$ cat config.mk
export PLATFORM = sky130hd
export DESIGN_NAME = cmos_frame_capture
export DESIGN_NICKNAME = d
export VERILOG_FILES = /design/src/rtl/cmos_frame_capture.sv
export SDC_FILE = /design/constraint.sdc
export NUM_CORES = 1
export LEC_CHECK = 0
export CAP_MARGIN = 40
export CORE_ASPECT_RATIO = 1.4
export CORE_UTILIZATION = 55
export CTS_BUF_LIST = sky130_fd_sc_hd__clkbuf_4 sky130_fd_sc_hd__clkbuf_8 sky130_fd_sc_hd__clkbuf_16
export DETAILED_ROUTE_END_ITERATION = 8
export PLACE_DENSITY = 0.88
export SLEW_MARGIN = 0
export SYNTH_ARGS = -nofsm -noshare
export SYNTH_HDL_FRONTEND = slang
export SYNTH_SLANG_ARGS = --single-unit
$ cat constraint.sdc
create_clock -name clk -period 4.9 [get_ports clk]
set_input_delay 1.225 -clock clk [delete_from_list [all_inputs] [get_ports clk]]
set_output_delay 1.225 -clock clk [all_outputs]
set_load 0.02 [all_outputs]
$ cat src/rtl/cmos_frame_capture.sv
// OV7725 DVP capture: packs high/low byte pairs into RGB565 pixels once the sensor
// has settled, and tracks line/pixel position with per-line and per-frame geometry checks.
module cmos_frame_capture #(
    parameter logic [3:0] WAIT_FRAME = 4'd10,
    parameter logic [9:0] H_PIXEL    = 10'd640,
    parameter logic [8:0] V_PIXEL    = 9'd480
) (
    input  logic        clk,
    input  logic        rst,
    input  logic        init_done,
    input  logic        cam_vsync,
    input  logic        cam_href,
    input  logic [7:0]  cam_data,
    output logic        frame_vsync,
    output logic        frame_href,
    output logic        frame_valid,
    output logic [15:0] frame_data,
    output logic [9:0]  pix_x,
    output logic [8:0]  pix_y,
    output logic        frame_done,
    output logic        line_err,
    output logic        frame_err
);

    typedef struct packed {
        logic        vld;
        logic [15:0] data;
    } pix_t;

    logic       vsync_d0, vsync_d1;
    logic       href_d0, href_d1;
    logic [7:0] data_d0;
    logic       vs_rise, hr_fall;

    logic [3:0] settle_cnt;
    logic       frame_en;

    logic       byte_flag;
    logic [7:0] hi_byte;
    pix_t       pix_s;
    logic       pix_fire;

    logic [9:0] pix_x_inc;
    logic [8:0] pix_y_acc;
    logic       line_bad;
    logic       err_sticky;

    assign vs_rise  = vsync_d0 & ~vsync_d1;
    assign hr_fall  = ~href_d0 & href_d1;
    assign pix_fire = href_d0 & byte_flag;

    assign frame_vsync = vsync_d1 & frame_en;
    assign frame_href  = href_d1 & frame_en;

    always_ff @(posedge clk or posedge rst) begin
        if (rst) begin
            vsync_d0 <= 1'b0;
            vsync_d1 <= 1'b0;
            href_d0  <= 1'b0;
            href_d1  <= 1'b0;
            data_d0  <= 8'd0;
        end else begin
            vsync_d0 <= cam_vsync;
            vsync_d1 <= vsync_d0;
            href_d0  <= cam_href;
            href_d1  <= href_d0;
            data_d0  <= cam_data;
        end
    end

    // Enable only on a vsync rise so the first emitted pixel is always the start of a frame.
    always_ff @(posedge clk or posedge rst) begin
        if (rst) begin
            settle_cnt <= 4'd0;
            frame_en   <= 1'b0;
        end else if (!init_done) begin
            settle_cnt <= 4'd0;
            frame_en   <= 1'b0;
        end else if (vs_rise && settle_cnt != WAIT_FRAME) begin
            settle_cnt <= settle_cnt + 4'd1;
            if (settle_cnt + 4'd1 == WAIT_FRAME)
                frame_en <= 1'b1;
        end
    end

    always_ff @(posedge clk or posedge rst) begin
        if (rst) begin
            byte_flag <= 1'b0;
            hi_byte   <= 8'd0;
            pix_s     <= '0;
        end else begin
            byte_flag <= href_d0 ? ~byte_flag : 1'b0;
            if (href_d0 && !byte_flag)
                hi_byte <= data_d0;
            pix_s.vld <= pix_fire;
            if (pix_fire)
                pix_s.data <= {hi_byte, data_d0};
        end
    end

    always_ff @(posedge clk or posedge rst) begin
        if (rst) begin
            frame_valid <= 1'b0;
            frame_data  <= 16'd0;
        end else begin
            frame_valid <= pix_s.vld & frame_en;
            if (pix_s.vld && frame_en)
                frame_data <= pix_s.data;
        end
    end

    // Position counts pixels as they are packed, so the last pixel of a line is
    // already included when hr_fall arrives one cycle before its frame_valid.
    always_comb begin
        pix_x_inc = (pix_x == 10'h3FF) ? pix_x : pix_x + 10'd1;
        pix_y_acc = pix_y;
        if (hr_fall && pix_x != 10'd0 && pix_y != 9'h1FF)
            pix_y_acc = pix_y + 9'd1;
        line_bad  = hr_fall & frame_en & (pix_x != H_PIXEL);
    end

    always_ff @(posedge clk or posedge rst) begin
        if (rst) begin
            pix_x <= 10'd0;
            pix_y <= 9'd0;
        end else begin
            if (vs_rise || hr_fall)
                pix_x <= 10'd0;
            else if (pix_fire)
                pix_x <= pix_x_inc;
            pix_y <= vs_rise ? 9'd0 : pix_y_acc;
        end
    end

    // A line error on the same cycle as the frame boundary still counts toward this frame.
    always_ff @(posedge clk or posedge rst) begin
        if (rst) begin
            line_err   <= 1'b0;
            err_sticky <= 1'b0;
            frame_done <= 1'b0;
            frame_err  <= 1'b0;
        end else begin
            line_err   <= line_bad;
            frame_done <= vs_rise & frame_en;
            if (vs_rise && frame_en) begin
                frame_err  <= (pix_y_acc != V_PIXEL) | err_sticky | line_bad;
                err_sticky <= 1'b0;
            end else if (line_bad) begin
                err_sticky <= 1'b1;
            end
        end
    end

endmodule

==> impl_metrics.py <==
metrics = {
    "layout": {
        "stdcell_count": 407,
        "finalNetCount": 352,
        "final_cell_area_sq_mm": 0.00430,
        "drive_above_1_share_pct": 18.1,
        "areaGrowthSynthToFinish_pct": 24.7,
        "fillCellCount": 426,
        "insertedDiodeCount": 0,
        "multi_input_area_sq_mm": 0.00130,
        "seqCellArea_sq_mm": 0.00208,
    },
    "clocking": {
        "postCtsHoldBufs": 0,
        "ctsResizeCount": 0,
        "htreeDepth": 3,
        "cts-root-buf": "clkbuf_8",
        "worstSkewPairLatency_ns": 0.36,
        "clk_pin_slew_ns": 0.08,
        "cts_tree": "yes",
        "post_cts_buffers": 0,
        "clk_path_buf_depth": 2,
        "numCtsBuffers": 9,
        "clock-sinks": 83,
    },
    "logic_synthesis": {
        "netlist_instances": 275,
        "synth_largest_area_cell": "dfrtp_1",
        "synth.distinct_cells": 37,
        "synth_ff_type": "dfrtp_1",
        "avgSynthCellArea_sq_um": 12.5,
        "ys_seq_elements": 83,
        "synthTopCellsByCount": "dfrtp_1 (83), mux2_2 (40), nor2_1 (30)",
        "async_flop_share_pct": 100,
        "netlist_area_sq_mm": 0.00345,
        "ys_seq_area_share_pct": 60.3,
        "synth_edf_count": 0,
        "yosysWarnings": 0,
        "synth.most_common_cell": "dfrtp_1",
        "synth.top_cell.area_share_pct": 60.3,
        "syn-num-nets": 295,
        "yosys-top-cells-area": "dfrtp_1 (60%), mux2_2 (13%), xor2_1 (3.6%)",
    },
    "setup_path": {
        "startpoint_type": "register",
        "worstReg2RegEnd": "frame_err$_DFFE_PP0P_",
        "endpoint_kind": "register",
        "r2r_start": "pix_y[2]$_DFF_PP0_",
        "critical_path_peak_fanout": 14,
        "timing_worst_setup_path_type": "register to register",
        "reg2reg_slack_ns": 2.08,
        "required_ns": 5.12,
        "r2r_cells": 10,
        "arrival_ns": 3.04,
    },
    "sta": {
        "setup_violations": 0,
        "finalHoldViolations": 0,
        "timing.final.crit_share_pct": 57.5,
        "rsz0062_at_grt": "false",
        "tns_ns": 0,
        "slew_headroom_pct": 33.2,
        "timing.final.crit_period_ns": 2.82,
        "max_freq_mhz": 355,
        "clock_skew_ns": 0.0117,
        "worst_pin_slew_ns": 0.989,
        "drv_slew": 0,
        "finalHoldWorstSlack_ns": 0.374,
    },
    "placement": {
        "dpl.hpwl_mm": 4.35,
        "dpl_cell_area_sq_mm": 0.00407,
        "numPortBuffers": 53,
        "placedCellCount": 391,
        "gp_congestion": 0.779,
    },
    "detailed_routing": {
        "first_pass_iters": 4,
        "wirelength_mm": 6.49,
        "vias": 2263,
        "vias_per_cell": 5.56,
        "dr_wl_met2_mm": 3.51,
        "top_layer": "met4",
        "wl_met3_microns": 248,
        "ant_nets": 0,
        "drc": 0,
        "met1Wirelength_mm": 2.64,
        "wl_per_cell_microns": 15.9,
        "drt_iter0_drc": 102,
    },
    "power": {
        "peakVddDrop_mv": 0.256,
        "p_leak_nw": 1.97,
        "p_comb_share_pct": 7.8,
        "p_sw_share_pct": 22.8,
        "power.total_w": 0.00143,
        "p_clk_share_pct": 38.6,
        "p_switching_w": 0.000327,
        "power.internal_w": 0.00111,
        "pwr-share-seq_pct": 53.6,
        "powerDensity_mw_per_mm2": 333,
    },
    "grt": {
        "grt_overflow": 0,
        "track_usage_pct": 23.2,
        "grt_pass1_wl_mm": 10.9,
        "grt_max_degree": 51,
        "antenna_found_initial": 0,
        "grt_pass1_vias": 2333,
    },
    "die": {
        "initial_core_util_pct": 58.0,
        "ios": 54,
        "dieArea_sq_mm": 0.00659,
        "die_y_microns": 95.7,
        "rows": 33,
        "die-width_microns": 68.9,
        "core_sq_mm": 0.00595,
    },
    "hold_path": {
        "min-delay-start": "vsync_d0$_DFF_PP0_",
        "min_to": "vsync_d1$_DFF_PP0_",
        "hold_class": "register to register",
        "holdPathStages": 0,
    },
    "run": {
        "maxCapViolCount": 0,
    },
    "status": {
        "status": "finished, final reports clean",
    },
}
[worst max-delay path, cell delays in order, from the launching register on]
cell,delay (ns)
dfrtp_1,0.45
and3_1,0.21
and2_1,0.21
nand2_1,0.08
nor2_1,0.05
ha_1,0.17
nor3b_1,0.22
o41a_1,0.56
nand4b_1,0.20
a2111oi_2,0.40
a31oi_1,0.13
[cells in the final DEF (no fill, tap or decap), types with 2 or more instances in the layout]
cell type and n:
mux2_2 40, nor3b_1 2, bufinv_16 2, xnor2_1 5, clkbuf_8 10, o21a_1 2, ha_1 7, inv_1 8
and2_1 8, a31oi_1 2, a21oi_1 3, and3_1 4, nand3_1 6, nand2_1 18, o21ai_0 2, xor2_1 14
clkdlybuf4s50_1 53, dfrtp_1 83, nor2_1 30, nand2b_1 5, mux2i_1 3, o211a_1 2, nand4_1 7
[metrics by stage]
step,setup WS (ns),util [%]
6_report,2.08,72.2
5_1_grt,1.90,72.2
4_1_cts,2.06,72.2
3_5_place_dp,2.08,68.4
3_3_place_gp,2.25,67.9
2_1_floorplan,1.54,-
[kinds of logic (layout without fill, tap and decap cells)]
logic type,Yosys count,count (layout),share of synthesized area [%]
buffers and inverters,18,80,2.00
xor gates and xnor gates,19,19,4.83
and+or+nand+nor,87,87,12.4
adders and majority gates,7,7,2.54
muxes,43,43,13.9
DFF,83,83,60.3
AOI/OAI and AO/OA,18,18,4.03
[cell type report]
cell class	instances	area share, %
Timing Repair Buffer	55	13.2
Inverter	9	0.816
Clock buffer	11	3.38
Clock inverter	5	1.98
Sequential cell	83	48.4
Multi-Input combinational cell	174	30.3
Tap cell	70	2.04
[metal layers]
| layer | vias to the layer above | GRT usage, % |
|---|---|---|
| met2 | 61 | 39.6 |
| li1 | 1046 | - |
| met5 | - | 0 |
| met3 | 10 | 5.02 |
| met4 | 0 | 9.35 |
| met1 | 1146 | 27.9 |
[state kept, by name, indices dropped and copies added (netlist names)]
signal and cells:
frame_data 16, line_err 1, hi_byte 8, pix_s 17, frame_en 1, href_d1 1, frame_done 1, settle_cnt 4
byte_flag 1, vsync_d0 1, data_d0 8, vsync_d1 1, frame_valid 1, pix_y 9, frame_err 1, href_d0 1
err_sticky 1, pix_x 10
[worst max path at each step]
stage / startpoint / end / slack [ns] / cells after the start
3_3_place_gp: rst / hi_byte[6]$_DFFE_PP0P_ / 2.25 / 3
4_1_cts: pix_y[2]$_DFF_PP0_ / frame_err$_DFFE_PP0P_ / 2.06 / 10
5_1_grt: pix_y[2]$_DFF_PP0_ / frame_err$_DFFE_PP0P_ / 1.90 / 10
6_report: pix_y[2]$_DFF_PP0_ / frame_err$_DFFE_PP0P_ / 2.08 / 10
2_1_floorplan: rst / byte_flag$_DFF_PP0_ / 1.54 / 1
3_5_place_dp: pix_y[2]$_DFF_PP0_ / frame_err$_DFFE_PP0P_ / 2.08 / 10
[power groups by stage]
stage / clock network [W] / logic [W] / registers [W]
floorplan: 0 / 0.0000761 / 0.000773
global placement: 0 / 0.000105 / 0.000776
finish: 0.000552 / 0.000112 / 0.000767
CTS: 0.000566 / 0.000115 / 0.000768
global route: 0.000596 / 0.000124 / 0.000775
detailed placement: 0 / 0.000113 / 0.000780
(Power assumes the default switching activity.)
